[config.mk]
export PLATFORM = sky130hd
export DESIGN_NAME = if1_fetch_skid
export DESIGN_NICKNAME = d
export VERILOG_FILES = /design/src/rtl/if1_fetch_skid.sv
export SDC_FILE = /design/constraint.sdc
export NUM_CORES = 1
export LEC_CHECK = 0
export CAP_MARGIN = 15
export CORE_ASPECT_RATIO = 0.5
export CORE_MARGIN = 2
export CORE_UTILIZATION = 49
export CTS_BUF_LIST = sky130_fd_sc_hd__clkbuf_8 sky130_fd_sc_hd__clkbuf_16
export CTS_CLUSTER_SIZE = 40
export DETAILED_ROUTE_END_ITERATION = 6
export HOLD_SLACK_MARGIN = 0.06
export MAX_ROUTING_LAYER = met4
export PLACE_DENSITY = 0.81
export SKIP_LAST_GASP = 1
export SLEW_MARGIN = 30
export SYNTH_ARGS = -nofsm -noshare
export SYNTH_HDL_FRONTEND = slang
export SYNTH_SLANG_ARGS = --single-unit
[constraint.sdc]
create_clock -name clk -period 13.8 [get_ports clk]
set_clock_uncertainty 0.05 [all_clocks]
set_input_delay 3.45 -clock clk [delete_from_list [all_inputs] [get_ports clk]]
set_output_delay 3.45 -clock clk [all_outputs]
set_load 0.01 [all_outputs]
[src/rtl/if1_fetch_skid.sv]
`default_nettype none
// ============================================================================
// Module  : if1_fetch_skid
// Purpose : IF1 -> fetch-buffer skid FIFO with per-slot serialising-instruction
//           trim and front-end redirect FSM. Optional perf counters are built
//           when IF1_SKID_PERF_EN is defined.
// Revision: 1.0 - initial release
// ============================================================================
module if1_fetch_skid #(
  parameter int unsigned FETCH_W    = 2,
  parameter int unsigned SKID_DEPTH = 2,
  parameter logic [31:0] PC_RESET   = 32'h1c000000,
  parameter logic [31:0] INST_NOP   = 32'h03400000
) (
  input  logic                   clk,
  input  logic                   rstn,
  input  logic                   flush,
  input  logic                   in_valid,
  output logic                   in_ready,
  input  logic [31:0]            in_pc,
  input  logic [31:0]            in_pc_next,
  input  logic [32*FETCH_W-1:0]  in_inst,
  input  logic [31:0]            in_badv,
  input  logic [6:0]             in_excp,
  input  logic [1:0]             in_excp_flag,
  input  logic [FETCH_W-1:0]     in_serial,
  input  logic [2*FETCH_W-1:0]   in_serial_type,
  input  logic                   ex_serial_commit,
  input  logic                   cache_idle,
  input  logic                   csr_done,
  input  logic                   tlb_done,
  output logic                   out_valid,
  input  logic                   out_ready,
  output logic [31:0]            out_pc,
  output logic [31:0]            out_pc_next,
  output logic [32*FETCH_W-1:0]  out_inst,
  output logic [FETCH_W-1:0]     out_mask,
  output logic [31:0]            out_badv,
  output logic [6:0]             out_excp,
  output logic [1:0]             out_excp_flag,
  output logic                   redirect_valid,
  output logic [31:0]            redirect_pc,
`ifdef IF1_SKID_PERF_EN
  output logic [31:0]            perf_stall_cnt,
  output logic [31:0]            perf_serial_cnt,
`endif
  output logic                   flush_front
);

  localparam int unsigned PTR_W = (SKID_DEPTH > 1) ? $clog2(SKID_DEPTH) : 1;
  localparam int unsigned CNT_W = PTR_W + 1;

  typedef enum logic [2:0] {
    S_IDLE     = 3'd0,
    S_W_IBAR   = 3'd1,
    S_W_CACHE  = 3'd2,
    S_W_CSR    = 3'd3,
    S_W_CSR_OK = 3'd4,
    S_W_TLB    = 3'd5,
    S_W_TLB_OK = 3'd6
  } state_t;

  state_t                r_state;
  logic                  r_redirect_valid;
  logic                  r_flush_front;
  logic [31:0]           r_redirect_pc;

  logic [PTR_W-1:0]      r_wr_ptr;
  logic [PTR_W-1:0]      r_rd_ptr;
  logic [CNT_W-1:0]      r_count;

  logic [31:0]           r_pc       [SKID_DEPTH];
  logic [31:0]           r_pc_next  [SKID_DEPTH];
  logic [32*FETCH_W-1:0] r_inst     [SKID_DEPTH];
  logic [FETCH_W-1:0]    r_mask     [SKID_DEPTH];
  logic [31:0]           r_badv     [SKID_DEPTH];
  logic [6:0]            r_excp     [SKID_DEPTH];
  logic [1:0]            r_excp_flag[SKID_DEPTH];

  logic                  w_head_valid;
  logic                  w_push;
  logic                  w_pop;
  logic                  w_trim;
  logic                  w_found;
  logic [2:0]            w_k;
  logic [1:0]            w_trim_type;
  logic [31:0]           w_trim_pc;
  logic [FETCH_W-1:0]    w_push_mask;
  logic [32*FETCH_W-1:0] w_push_inst;
  logic [31:0]           w_push_pc_next;

  assign w_head_valid = (r_count != '0);
  assign in_ready     = (r_count < CNT_W'(SKID_DEPTH)) && (r_state == S_IDLE);
  assign w_push       = in_valid && in_ready;
  assign w_pop        = w_head_valid && out_ready;

  // An exception-carrying packet is never trimmed; the fault takes priority.
  assign w_trim = (in_excp_flag == 2'b00) && (|in_serial);

  always_comb begin
    w_found     = 1'b0;
    w_k         = 3'd0;
    w_trim_type = 2'd0;
    for (int i = 0; i < int'(FETCH_W); i++) begin
      if (!w_found && in_serial[i]) begin
        w_found     = 1'b1;
        w_k         = 3'(i);
        w_trim_type = in_serial_type[2*i +: 2];
      end
    end
  end

  assign w_trim_pc = in_pc + {27'd0, w_k + 3'd1, 2'b00};

  always_comb begin
    w_push_mask    = '1;
    w_push_inst    = in_inst;
    w_push_pc_next = in_pc_next;
    if (w_trim) begin
      w_push_pc_next = w_trim_pc;
      for (int i = 0; i < int'(FETCH_W); i++) begin
        if (3'(i) > w_k) begin
          w_push_mask[i]         = 1'b0;
          w_push_inst[32*i +: 32] = INST_NOP;
        end
      end
    end
  end

  always_ff @(posedge clk) begin
    if (!rstn || flush) begin
      r_wr_ptr <= '0;
      r_rd_ptr <= '0;
      r_count  <= '0;
    end else begin
      if (w_push) r_wr_ptr <= r_wr_ptr + 1'b1;
      if (w_pop)  r_rd_ptr <= r_rd_ptr + 1'b1;
      case ({w_push, w_pop})
        2'b10:   r_count <= r_count + 1'b1;
        2'b01:   r_count <= r_count - 1'b1;
        default: r_count <= r_count;
      endcase
    end
  end

  // Payload storage needs no reset: occupancy alone decides what is visible.
  always_ff @(posedge clk) begin
    if (rstn && !flush && w_push) begin
      r_pc[r_wr_ptr]        <= in_pc;
      r_pc_next[r_wr_ptr]   <= w_push_pc_next;
      r_inst[r_wr_ptr]      <= w_push_inst;
      r_mask[r_wr_ptr]      <= w_push_mask;
      r_badv[r_wr_ptr]      <= in_badv;
      r_excp[r_wr_ptr]      <= in_excp;
      r_excp_flag[r_wr_ptr] <= in_excp_flag;
    end
  end

  assign out_valid     = w_head_valid;
  assign out_pc        = w_head_valid ? r_pc[r_rd_ptr]        : PC_RESET;
  assign out_pc_next   = w_head_valid ? r_pc_next[r_rd_ptr]   : PC_RESET + 32'd4;
  assign out_inst      = w_head_valid ? r_inst[r_rd_ptr]      : {FETCH_W{INST_NOP}};
  assign out_mask      = w_head_valid ? r_mask[r_rd_ptr]      : '0;
  assign out_badv      = w_head_valid ? r_badv[r_rd_ptr]      : 32'd0;
  assign out_excp      = w_head_valid ? r_excp[r_rd_ptr]      : 7'd0;
  assign out_excp_flag = w_head_valid ? r_excp_flag[r_rd_ptr] : 2'd0;

  always_ff @(posedge clk) begin
    if (!rstn || flush) begin
      r_state          <= S_IDLE;
      r_redirect_valid <= 1'b0;
      r_flush_front    <= 1'b0;
      r_redirect_pc    <= PC_RESET;
    end else begin
      case (r_state)
        S_IDLE: begin
          if (w_push && w_trim) begin
            r_redirect_pc    <= w_trim_pc;
            r_redirect_valid <= 1'b1;
            r_flush_front    <= 1'b1;
            // Unknown type 3 is handled as ibar: full serialisation is the safe choice.
            case (w_trim_type)
              2'd1:    r_state <= S_W_CSR;
              2'd2:    r_state <= S_W_TLB;
              default: r_state <= S_W_IBAR;
            endcase
          end
        end
        S_W_IBAR: begin
          if (ex_serial_commit) begin
            r_state       <= S_W_CACHE;
            r_flush_front <= 1'b0;
          end
        end
        S_W_CACHE: begin
          if (cache_idle) begin
            r_state          <= S_IDLE;
            r_redirect_valid <= 1'b0;
          end
        end
        S_W_CSR: begin
          if (ex_serial_commit) begin
            r_state       <= S_W_CSR_OK;
            r_flush_front <= 1'b0;
          end
        end
        S_W_CSR_OK: begin
          if (csr_done) begin
            r_state          <= S_IDLE;
            r_redirect_valid <= 1'b0;
          end
        end
        S_W_TLB: begin
          if (ex_serial_commit) begin
            r_state       <= S_W_TLB_OK;
            r_flush_front <= 1'b0;
          end
        end
        S_W_TLB_OK: begin
          if (tlb_done) begin
            r_state          <= S_IDLE;
            r_redirect_valid <= 1'b0;
          end
        end
        default: begin
          r_state          <= S_IDLE;
          r_redirect_valid <= 1'b0;
          r_flush_front    <= 1'b0;
        end
      endcase
    end
  end

  assign redirect_valid = r_redirect_valid;
  assign redirect_pc    = r_redirect_pc;
  assign flush_front    = r_flush_front;

`ifdef IF1_SKID_PERF_EN
  logic [31:0] r_perf_stall_cnt;
  logic [31:0] r_perf_serial_cnt;

  always_ff @(posedge clk) begin
    if (!rstn) begin
      r_perf_stall_cnt  <= 32'd0;
      r_perf_serial_cnt <= 32'd0;
    end else begin
      if (in_valid && !in_ready && (r_perf_stall_cnt != 32'hffffffff))
        r_perf_stall_cnt <= r_perf_stall_cnt + 32'd1;
      if (w_push && w_trim && !flush && (r_perf_serial_cnt != 32'hffffffff))
        r_perf_serial_cnt <= r_perf_serial_cnt + 32'd1;
    end
  end

  assign perf_stall_cnt  = r_perf_stall_cnt;
  assign perf_serial_cnt = r_perf_serial_cnt;
`endif

endmodule
`default_nettype wire

; Yosys cells after proc, flatten, opt, wreduce, memory -nomap -nowiden
; Memories as Yosys holds them, arrays and structs flattened. A register that Yosys moved wholly into a read port is not among the register bits.
; Index checks and enable logic that the tools add are counted.
[classes]
n_addsub = 6
magnitude_cmp = 3
n_eq_ne = 18
muxes = 51
n_bitwise = 2
reduce_logical = 23
[op_table]
columns = operator, n
row1 = 32-bit 2-to-1 mux, 6
row2 = 64-bit 2-to-1 mux, 2
row3 = 32-bit by 5-bit adder with 32-bit output, 1
row4 = 1-bit 2-to-1 mux, 25
row5 = 3-bit 2-to-1 mux, 7
row6 = 3-bit case mux with 7 select lines, 1
row7 = "2-bit != test, second input constant", 6
row8 = 2-bit 2-to-1 mux, 5
row9 = "3-bit == test, second input constant", 3
row10 = 1-bit logical AND, 8
row11 = 7-bit 2-to-1 mux, 1
row12 = 7-bit AND reduction, 1
row13 = "3-bit by 2-bit == test with 1-bit output, second input constant", 2
row14 = "1-bit by 3-bit > comparator with 1-bit output, first input constant", 2
row15 = 3-bit case mux with 2 select lines, 1
row16 = 3-bit OR reduction, 2
row17 = 1-bit case mux with 5 select lines, 1
row18 = 5-bit AND reduction, 1
row19 = "2-bit by 1-bit == test with 1-bit output, second input constant", 2
row20 = "2-bit == test, second input constant", 2
row21 = "2-bit by 1-bit != test with 1-bit output, second input constant", 2
row22 = 2-bit case mux with 2 select lines, 1
row23 = 2-bit nonzero test, 2
row24 = "3-bit by 1-bit adder with 3-bit output, second input constant", 1
row25 = other kinds (14), 18
[word_totals]
reg_bits = 41
mem_bits_rw = 342
in_bits = 184
output_inout_bits = 207
memories = 7
[mem_list]
columns = memory, words, width, rd, rd_ports_with_merged_regs, write_ports, line_no
row1 = r_inst, 2, 64, 1, 1, 1, 74  ; logic [32*FETCH_W-1:0] r_inst [SKID_DEPTH];
row2 = r_badv, 2, 32, 1, 1, 1, 76  ; logic [31:0] r_badv [SKID_DEPTH];
row3 = r_pc, 2, 32, 1, 1, 1, 72  ; logic [31:0] r_pc [SKID_DEPTH];
row4 = r_pc_next, 2, 32, 1, 1, 1, 73  ; logic [31:0] r_pc_next [SKID_DEPTH];
row5 = r_excp, 2, 7, 1, 1, 1, 77  ; logic [6:0] r_excp [SKID_DEPTH];
row6 = r_excp_flag, 2, 2, 1, 1, 1, 78  ; logic [1:0] r_excp_flag[SKID_DEPTH];
row7 = 1 more memories, -, -, -, -, -, -

; Logic depth before layout (Yosys ltp)
; Gate-level depths: netlist of run 1.
[depth]
depth_word = 8
mapped_depth = 9
ltp_nobuf = 7

; Least setup slack after synthesis of run 1
; OpenSTA, ideal clock, no wires.
[synth_timing]
path_type = input port to flip-flop
startpoint = in in_valid
endpoint = mem r_badv[0][0], enable pin
setup_time_ns = 0.703
t_arrival_ns = 10.933
required_time_ns = 13.047
path_slack_ns = 2.114
path_stages = 4
path_buffers = 0
path_cell_list = nand2b_1 nor2_1 nand2_1 nor2_1
[synth_via]
elab_chain_cells = 4
[synth_rtl]
columns = element, line_no
row1 = start: declaration, 18  ; input logic in_valid,
row2 = 1-bit logical AND, 94  ; assign w_push = in_valid && in_ready;
row3 = 1-bit logical AND, 148  ; if (rstn && !flush && w_push) begin
row4 = 1-bit 2-to-1 mux, 148
row5 = 1-bit 2-to-1 mux (implied by the code), 153  ; r_badv[r_wr_ptr] <= in_badv;
row6 = end: declaration, 76
; Every way passes these cells.

; Worst setup path after layout of run 1
[layout_timing]
startpoint = reg r_count[0]
endpoint = out out_pc_next[22]
[layout_via]
elab_chain_cells = 2
[layout_rtl]
columns = element, line_no
row1 = start: declaration, 70  ; logic [CNT_W-1:0] r_count;
row2 = start signal: assignment, 139  ; 2'b10: r_count <= r_count + 1'b1;
row3 = start signal: assignment, 140  ; 2'b01: r_count <= r_count - 1'b1;
row4 = start signal: assignment, 141  ; default: r_count <= r_count;
row5 = 2-bit nonzero test, 92  ; assign w_head_valid = (r_count != '0);
row6 = 32-bit 2-to-1 mux, 161  ; assign out_pc_next = w_head_valid ? r_pc_next[r_rd_ptr] : PC_RESET + 32'd4;
row7 = end: declaration, 35  ; output logic [31:0] out_pc_next,
; Every way passes these cells.

==> results of run 1 <==
stage by stage:
step                std cells  total power (W)  hold slack, ns  area (µm²)
CTS                      1945         0.002577          0.4165       21150
global placement         1883         0.001576          0.3992       19910
detailed placement       1885         0.001583          0.4076       19960
floorplan                1113         0.001431          0.4296       15590
finish                   1948         0.002562          0.4197       21190
global route             1948         0.002640          0.4547       21190
cells by family (layout without fill, tap and decap cells):
group | after synthesis | count (layout) | synth area share
flops | 382 | 382 | 0.7088
fa+ha+maj | 2 | 2 | 0.001605
xor+xnor | 34 | 34 | 0.01910
compound gates | 100 | 100 | 0.03507
simple gates | 345 | 345 | 0.1042
mux | 173 | 173 | 0.1111
buf+inv | 77 | 478 | 0.02022
other cells | 0 | 2 | 0
placed cells by master, fill, tap and decap left out, drive strengths merged, types with 2 or more instances in the layout:
cell type,synthesis,layout
edfxtp,340,340
nor3,13,13
or3,4,4
nand2b,3,3
xnor2,25,25
buf,30,17
o31ai,2,2
diode,0,2
dfxtp,42,42
and3,3,3
inv,11,19
and4,2,2
o21a,3,3
a22oi,2,2
nor4,13,13
and2,2,2
ha,2,2
nor2b,34,34
xor2,9,9
a211oi,4,4
nand4,4,4
clkdlybuf4s50,0,390
o21ai,54,54
nor2,178,178
clkinvlp,0,3
mux2i,173,173
clkbuf,36,40
nand2,69,69
bufinv,0,5
or2,7,7
clkinv,0,4
a21oi,29,29
nand3,9,9
critical path: stages, from the launching register on:
cell             delay [ns]
dfxtp_1                0.36
nor2_4                 0.13
buf_6                  0.56
buf_4                  0.72
nor2_1                 0.18
clkdlybuf4s50_1        0.53
sequential cells by signal, summed over array words and instances (netlist names), 2 cells and up, named ones only:
register and cells:
redirect_pc 32, r_badv 64, r_state 3, r_excp 14, r_excp_flag 4, r_count 2, r_pc 64, r_inst 128
r_mask 2, r_pc_next 64
layout make-up:
class | count | area share
Sequential cell | 382 | 0.5217
Timing Repair Buffer | 407 | 0.1931
Antenna cell | 2 | 0.0002362
Clock inverter | 20 | 0.01045
Multi-Input combinational cell | 654 | 0.2014
Clock buffer | 40 | 0.04565
Tap cell | 432 | 0.02551
Inverter | 11 | 0.001949
per-layer routing:
metal  track usage  part of all wire  vias to the layer above
met3       0.03438             0.036                       85
met5             -                 0                        -
li1              -                 -                     4797
met2        0.4239              0.54                      283
met1        0.2645              0.39                     5040
met4       0.09563             0.037                        0
worst max-delay path by stage:
| stage | startpoint | to | slack [ns] | cells past startpoint |
|---|---|---|---|---|
| 2_1_floorplan | in_valid | r_badv[0][0]$_DFFE_PP_ | 2.11 | 4 |
| 4_1_cts | r_count[0]$_SDFFE_PP0P_ | out_pc_next[22] | 6.99 | 5 |
| 6_report | r_count[0]$_SDFFE_PP0P_ | out_pc_next[22] | 7.23 | 5 |
| 3_3_place_gp | rstn | r_badv[0][10]$_DFFE_PP_ | 7.10 | 6 |
| 5_1_grt | flop | out_pc[31] | 7.06 | 5 |
| 3_5_place_dp | rstn | r_inst[0][19]$_DFFE_PP_ | 7.20 | 6 |
power by group:
part	switching (W)	leakage, nW	internal (W)
logic	0.000132	2.82	0.000133
clock network	0.000407	0.605	0.000594
registers	0.00000808	3.43	0.00129
total	0.000547	6.85	0.00201
==> metrics, run 1 <==
result of the run complete, no violations; Total Die Area 33350 µm²; portion of synthesized cell area occupied by the leading cell type 0.6548; cell types with the highest counts after synthesis 340 x edfxtp_1, 178 x nor2_1, 173 x mux2i_1, 69 x nand2_1; hold_buf cts 0; mean cell area of the mapped netlist 14.01 µm²; maximum number of pins on one net before global-route repair 92; Final min period 6.574 ns; Gate Count Post-Synth 1113; overflow left after global routing 0; placer's final routability congestion estimate 0.8705; CTS Root Buffer Type clkbuf_16; unrepaired setup endpoints after global routing no; summed negative setup slack over all endpoints 0 ns; LEAKAGE 6.853 nW; Post-DRT Antenna Nets 0; Area contributors post-synth edfxtp_1 65%, mux2i_1 11%, dfxtp_1 5.4%; Core Region 31480 µm²; via/cell ratio 5.239; setup slack at placement 7.202 ns; total standard cell area after synthesis 15590 µm²; clock network latency to the later pin of the worst-skew pair 0.52 ns; first drt pass iteration count 5; TritonCTS clock tree done; first-iteration detailed-routing DRC count 869; synth-to-layout area growth 35.90%; H-tree levels 2; reg-to-reg setup timing slack 10.90 ns; overall die height 130.1 µm; Reg-to-Reg End r_pc[0][25]$_DFFE_PP_; number of placement rows 46; crit path launch type flop; cell with the most instances after synthesis edfxtp_1; Max Slew Vio Count 0; maximum net fanout on the critical path 91; CTS sink count 382; final routed wire length divided by cell count 20.39 µm; count of flip-flops with a built-in enable after synthesis 340; register area share after synthesis 0.7088; class of the most critical hold timing path flop to flop; min-delay src redirect_pc[3]$_SDFFE_PP0P_; IO buf count 390; Die X 256.3 µm; Clock Pin Slew Worst Setup and Hold Paths 0.07 ns; share of async-settable or async-resettable flops after synthesis 0; post-cts resize count 0; Yosys warning count 0; synthesized net count 1299; predominant post-synthesis flop cell edfxtp_1; Worst Hold End redirect_pc[3]$_SDFFE_PP0P_; cell type with the largest total area after synthesis edfxtp_1; fraction of layout instances using a drive strength above 1 0.06143; gr usage total 0.2339; Final setup violation count 0; register bit count reported by yosys 382; worst IR drop on VDD 0.07186 mV; worst-case reg-to-reg path depth 5; Worst setup EP type primary output; maximum buffer depth of the clock tree 3; max capacitance violation total 0; final core area utilization 0.6730; routed via count 10205; I/O pin count 391; fraction of the cycle the final worst path needs 0.4764; number of CTS-inserted buffers 35; Worst Hold Depth 2; signal arrival time at the worst endpoint 3.07 ns; Worst Slack Setup Final 7.226 ns; Seq. cell area 11050 µm²; fillers 2206; area of the multi-input gates 4268 µm²; number of global-route vias before repair 10257; unique cell type count in the Yosys netlist 47; power density cells 120.9 nW/µm²; type of the worst setup path flop to primary output; Final Routed Wirelength 39.72 mm; number of antenna violations at the first check in global routing 2; first-pass GRT wire length 57.90 mm; Worst-Margin Slew 0.9271 ns; starting density of the core 0.4952; highest clock rate 152.1 MHz; number of nets in the layout 1677; Worst EP required 10.30 ns; number of buffers added for setup after CTS 0; max-slew headroom at the worst pin 0.3819; final number of hold-violating endpoints 0; sum of net half-perimeters after detailed placement 26.67 mm; worst reg2reg startpoint r_state[1]$_SDFFE_PP0P_; number of DRC violations after detailed routing 0
(Power assumes the default switching activity.)
==> inputs of run 2 (changes only) <==
==> constraint.sdc (replaced) <==
create_clock -name clk -period 6.2 [get_ports clk]
set_clock_uncertainty 0.05 [all_clocks]
set_input_delay 1.55 -clock clk [delete_from_list [all_inputs] [get_ports clk]]
set_output_delay 1.55 -clock clk [all_outputs]
set_load 0.01 [all_outputs]
==> metrics, run 2 (synthesis results as in run 1) <==
Clock Pin Slew Worst Setup and Hold Paths 0.06 ns (about the same); most frequent cells in the layout 390 x clkdlybuf4s50_1, 340 x edfxtp_1, 175 x nor2_1; routed via count 10299 (+0.92%); final routed wire length divided by cell count 20.62 µm (+1.1%); placer's final routability congestion estimate 0.8660 (-0.52%); critical-path cell with the highest stage delay dfxtp_4; max capacitance violation total 0 (unchanged); final design instance area without fill 21090 µm² (-0.45%); number of DRC violations after detailed routing 0 (unchanged); cell family with the largest share of critical-path delay buffers and inverters; most frequent cell on the critical path buf_12; worst IR drop on VDD 0.1519 mV (+110%); I/O pin count 391 (unchanged); gr usage total 0.2375 (+0.003688); overflow left after global routing 0 (unchanged); cell-by-cell trace of the critical path buf_12 -> buf_12 -> mux2i_1 -> nand2_1 -> clkdlybuf4s50_1; Core Region 31480 µm² (unchanged); Crit path buffers/inverters 3 (unchanged); critical path depth in cells 5 (unchanged); most common cell after layout, fill and taps aside clkdlybuf4s50_1; crit path launch type flop; highest cell delay on the worst timing path 0.69 ns (-0.03 ns); sum of net half-perimeters after detailed placement 26.96 mm (+1.1%); number of CTS-inserted buffers 36 (+2.9%); Total Die Area 33350 µm² (unchanged); Worst EP required 4.60 ns (-5.70 ns); worst-case reg-to-reg path depth 4 (-1); Finished Layout Cells 1949 (+0.051%); met3 WL 1.715 mm (+20%); fraction of the cycle the final worst path needs 0.7247; Total Power Consumption 0.005543 W (+120%); TritonCTS clock tree done; Worst Hold Depth 2 (unchanged); maximum buffer depth of the clock tree 3 (unchanged); number of antenna violations at the first check in global routing 5 (+3); highest clock rate 222.6 MHz; Die X 256.3 µm (unchanged); LEAKAGE 6.818 nW (-0.51%); first-iteration detailed-routing DRC count 802 (-7.7%); final number of hold-violating endpoints 0 (unchanged); post-cts resize count 0 (unchanged); synth-to-layout area growth 35.29%; number of nets in the layout 1676 (-0.060%); number of placement rows 46 (unchanged); Met2 Routed Length 21.11 mm (-1.1%); hold_buf cts 0 (unchanged); summed negative setup slack over all endpoints 0 ns (unchanged); Post-DRT Antenna Nets 0 (unchanged); clock network latency to the later pin of the worst-skew pair 0.52 ns (about the same); CTS Root Buffer Type clkbuf_16; met1 wire length 15.49 mm (+0.12%); worst setup path endpoint out_pc_next[26]; highest metal used met4; type of the worst setup path flop to primary output; H-tree levels 2 (unchanged); Placed Instance Area 19970 µm² (about the same); final core area utilization 0.6700 (-0.003021); fraction of layout instances using a drive strength above 1 0.05890 (-0.002525); Max Slew Vio Count 0 (unchanged); Worst setup EP type primary output; via/cell ratio 5.284 (+0.87%); Final Routed Wirelength 40.19 mm (+1.2%); starting density of the core 0.4952 (unchanged); class of the most critical hold timing path flop to flop; max-slew headroom at the worst pin 0.3583 (-0.02363); number of buffers added for setup after CTS 0 (unchanged); overall die height 130.1 µm (unchanged); signal arrival time at the worst endpoint 2.89 ns (-0.18 ns); worst reg2reg startpoint r_state[1]$_SDFFE_PP0P_; unrepaired setup endpoints after global routing no; number of flip-flops in the largest register 128 (unchanged); maximum net fanout on the critical path 47 (-48%); number of placed instances with taps included 1883 (-0.11%); Reg-to-Reg End r_badv[1][27]$_DFFE_PP_; first drt pass iteration count 5 (unchanged); Final setup violation count 0 (unchanged); maximum number of pins on one net before global-route repair 131 (+42%); IO buf count 390 (unchanged); CTS sink count 382 (unchanged); reg-to-reg setup timing slack 3.41 ns (-7.49 ns); result of the run complete, no violations; Final min period 4.493 ns; first-pass GRT wire length 58.95 mm (+1.8%); Worst-Margin Slew 0.9625 ns (+0.03544 ns); power density cells 262.8 nW/µm² (+120%); Most flops, register r_inst; number of global-route vias before repair 10588 (+3.2%)
-- run 2: cell count changes in the layout (fill, tap and decap cells not counted) --
cell / change
inv_1: +2
clkbuf_8: +5
bufinv_16: -5
o21ai_2: +1
clkinvlp_4: -3
buf_12: +3
buf_16: -1
o21ai_1: -1
buf_6: -4
diode_2: +4
-- run 2: power by group --
part	internal (W)	switching, W	leakage (nW)
Clock	0.00117	0.000903	0.580
Combinational	0.000295	0.000292	2.81
Sequential	0.00287	0.0000186	3.43
-- run 2: layout make-up --
cell class	count	area, µm²
clock inverters	14	56.30
diodes	6	15.01
well taps	432	540.5
repair buffers	405	4079
inverters	11	41.29
clock buffers	45	1036
flip-flops and latches	382	11050
fillers	2217	10390
multi-input cells	654	4272
-- run 2: how the worst min path moves through the flow --
stage / startpoint / end / slack [ns]
after floorplan: r_count[1]$_SDFFE_PP0P_ / r_count[1]$_SDFFE_PP0P_ / 0.43
after CTS: redirect_pc[0]$_SDFFE_PP0P_ / redirect_pc[0]$_SDFFE_PP0P_ / 0.43
final: redirect_pc[0]$_SDFFE_PP0P_ / redirect_pc[0]$_SDFFE_PP0P_ / 0.43
after detailed placement: redirect_pc[0]$_SDFFE_PP0P_ / redirect_pc[0]$_SDFFE_PP0P_ / 0.42
after global placement: redirect_pc[0]$_SDFFE_PP0P_ / redirect_pc[0]$_SDFFE_PP0P_ / 0.41
after global routing: redirect_pc[0]$_SDFFE_PP0P_ / redirect_pc[0]$_SDFFE_PP0P_ / 0.45
-- run 2: stage by stage --
| step | setup slack [ns] | hold WS, ns |
|---|---|---|
| after floorplan | 1.182 | 0.4296 |
| after global placement | 1.520 | 0.4095 |
| after detailed placement | 1.719 | 0.4228 |
| after CTS | 1.574 | 0.4317 |
| after global routing | 1.597 | 0.4535 |
| final | 1.707 | 0.4323 |
-- run 2: worst register-to-register path, cell delays in order (launching register included) --
cell	delay [ns]
dfxtp_1	0.38
or3_1	0.42
nor2_1	0.38
and3_4	0.53
buf_4	0.61
-- run 2: layer usage --
metal,global-route usage,vias to the layer above
li1,-,4791
met1,0.2655,5062
met2,0.4161,322
met3,0.04138,124
met4,0.1252,0
met5,-,-
==> inputs of run 3 (changes only) <==
--- a/config.mk
+++ b/config.mk
@@ -8,13 +8,13 @@
 export CAP_MARGIN = 15
 export CORE_ASPECT_RATIO = 0.5
 export CORE_MARGIN = 2
-export CORE_UTILIZATION = 49
+export CORE_UTILIZATION = 45
 export CTS_BUF_LIST = sky130_fd_sc_hd__clkbuf_8 sky130_fd_sc_hd__clkbuf_16
 export CTS_CLUSTER_SIZE = 40
 export DETAILED_ROUTE_END_ITERATION = 6
 export HOLD_SLACK_MARGIN = 0.06
 export MAX_ROUTING_LAYER = met4
-export PLACE_DENSITY = 0.81
+export PLACE_DENSITY = 0.78
 export SKIP_LAST_GASP = 1
 export SLEW_MARGIN = 30
 export SYNTH_ARGS = -nofsm -noshare
==> constraint.sdc (replaced) <==
create_clock -name clk -period 4.1 [get_ports clk]
set_clock_uncertainty 0.05 [all_clocks]
set_input_delay 1.025 -clock clk [delete_from_list [all_inputs] [get_ports clk]]
set_output_delay 1.025 -clock clk [all_outputs]
set_load 0.01 [all_outputs]
==> metrics, run 3 (synthesis results as in run 1) <==
first-iteration detailed-routing DRC count 684 (-15%); worst-case reg-to-reg path depth 6 (+2); min-delay src redirect_pc[1]$_SDFFE_PP0P_; post-cts resize count 0 (unchanged); type of the worst setup path flop to primary output; routed via count 10392 (+0.90%); max capacitance violation total 0 (unchanged); signal arrival time at the worst endpoint 2.58 ns (-0.31 ns); number of buffers added for setup after CTS 0 (unchanged); Final setup violation count 0 (unchanged); most frequent cells in the layout 390 x clkdlybuf4s50_1, 340 x edfxtp_1, 174 x nor2_1; H-tree levels 2 (unchanged); worst reg2reg startpoint r_count[0]$_SDFFE_PP0P_; hold_buf cts 0 (unchanged); number of CTS-inserted buffers 36 (unchanged); result of the run complete, no violations; Final Routed Wirelength 41.64 mm (+3.6%); first-pass GRT wire length 61.85 mm (+4.9%); first drt pass iteration count 5 (unchanged); number of antenna violations at the first check in global routing 5 (unchanged); final number of hold-violating endpoints 0 (unchanged); Clock Pin Slew Worst Setup and Hold Paths 0.06 ns (about the same); Core Region 34290 µm² (+8.9%); number of placement rows 48 (+4.3%); summed negative setup slack over all endpoints 0 ns (unchanged); IO buf count 390 (unchanged); Worst Slack Setup Final 0.4500 ns (-1.257 ns); number of flip-flops in the largest register 128 (unchanged); Reg-to-Reg End r_count[1]$_SDFFE_PP0P_; power density cells 401.0 nW/µm² (+53%); maximum net fanout on the critical path 18 (-62%); starting density of the core 0.4546 (-0.04058); placer's final routability congestion estimate 0.8665 (about the same); Worst setup EP type primary output; number of DRC violations after detailed routing 0 (unchanged); overflow left after global routing 0 (unchanged); maximum buffer depth of the clock tree 3 (unchanged); Total Power Consumption 0.008553 W (+54%); fillers 2579 (+16%); Seq. cell area 11050 µm² (unchanged); most common cell after layout, fill and taps aside clkdlybuf4s50_1; Most flops, register r_inst; clock network latency to the later pin of the worst-skew pair 0.52 ns (about the same); final routed wire length divided by cell count 20.82 µm (+0.97%); Worst EP required 3.02 ns (-1.58 ns); worst IR drop on VDD 0.2651 mV (+74%); Max Slew Vio Count 0 (unchanged); Worst Hold End redirect_pc[1]$_SDFFE_PP0P_; Worst-Margin Slew 0.8997 ns (-0.06284 ns); Finished Layout Cells 2000 (+2.6%); maximum number of pins on one net before global-route repair 96 (-27%); number of global-route vias before repair 10728 (+1.3%); gr usage total 0.2308 (-0.006761); reg-to-reg setup timing slack 1.48 ns (-1.93 ns); fraction of layout instances using a drive strength above 1 0.06776 (+0.008862); Die X 267.2 µm (+4.3%); class of the most critical hold timing path flop to flop; sum of net half-perimeters after detailed placement 27.95 mm (+3.7%); TritonCTS clock tree done; Worst Hold Depth 2 (unchanged); unrepaired setup endpoints after global routing no; setup slack at placement 0.6904 ns (-1.028 ns); number of nets in the layout 1680 (+0.24%); fraction of the cycle the final worst path needs 0.8902; Final min period 3.650 ns; crit path launch type flop; max-slew headroom at the worst pin 0.4002 (+0.04190); area of the multi-input gates 4290 µm² (+0.44%); synth-to-layout area growth 36.81%; Post-DRT Antenna Nets 0 (unchanged); CTS Root Buffer Type clkbuf_16; CTS sink count 382 (unchanged); number of placed instances with taps included 1931 (+2.5%); via/cell ratio 5.196 (-1.7%); LEAKAGE 6.884 nW (+0.97%); I/O pin count 391 (unchanged); highest clock rate 274.0 MHz; overall die height 135.6 µm (+4.2%); Total Die Area 36240 µm² (+8.7%)
## run 3: changes by cell type in the layout (fill, tap and decap cells not counted), moves of 2 or more
cell       change
buf_12         +6
buf_4          -2
bufinv_16      +2
clkbuf_8       -4
clkinv_1       +3
clkinv_2       +6
clkinv_4       +3
inv_1          -6
## run 3: worst max-delay path by stage
stage	startpoint	end	slack, ns	cells after the start
floorplan	in_valid	r_badv[0][0]$_DFFE_PP_	-0.22	4
global placement	in_serial[0]	r_pc_next[0][15]$_DFFE_PP_	0.58	7
detailed placement	in_pc[11]	r_pc_next[1][31]$_DFFE_PP_	0.69	6
CTS	r_count[0]$_SDFFE_PP0P_	out_pc_next[27]	0.39	4
global route	r_count[0]$_SDFFE_PP0P_	out_pc_next[2]	0.26	4
finish	r_count[0]$_SDFFE_PP0P_	out_pc_next[27]	0.45	4
## run 3: routing by layer
metal  vias up  routed length, µm  track usage
li1       4808                  -            -
met1      5128              15770       0.2624
met2       345              22040       0.3988
met3       111               1816      0.03272
met4         0               2019       0.1258
met5         -                  0            -
## run 3: stage by stage
step,util,hold WS [ns],instance area [µm²]
after floorplan,-,0.4305,15630
after global placement,0.5878,0.4035,20160
after CTS,0.6216,0.4138,21320
after global routing,0.6220,0.4337,21330
final,0.6220,0.4154,21330
after detailed placement,0.5880,0.4050,20160
## run 3: final cells by class
class | count | share of cell area
Clock inverter | 23 | 0.008095
Inverter | 11 | 0.001936
Tap cell | 475 | 0.02786
Sequential cell | 382 | 0.5182
Timing Repair Buffer | 409 | 0.1962
Clock buffer | 41 | 0.04599
Antenna cell | 5 | 0.0005866
Multi-Input combinational cell | 654 | 0.2011
## run 3: critical path, stage by stage (launching register included)
cell and delay (ns):
dfxtp_1 0.37, nor2_4 0.50, inv_1 0.42, nand2_1 0.17, clkdlybuf4s50_1 0.60
## run 3: power breakdown
part | total, W | internal (W) | switching, W
Sequential | 0.00436 | 0.00433 | 0.0000280
Clock | 0.00328 | 0.00185 | 0.00143
Combinational | 0.000911 | 0.000458 | 0.000453
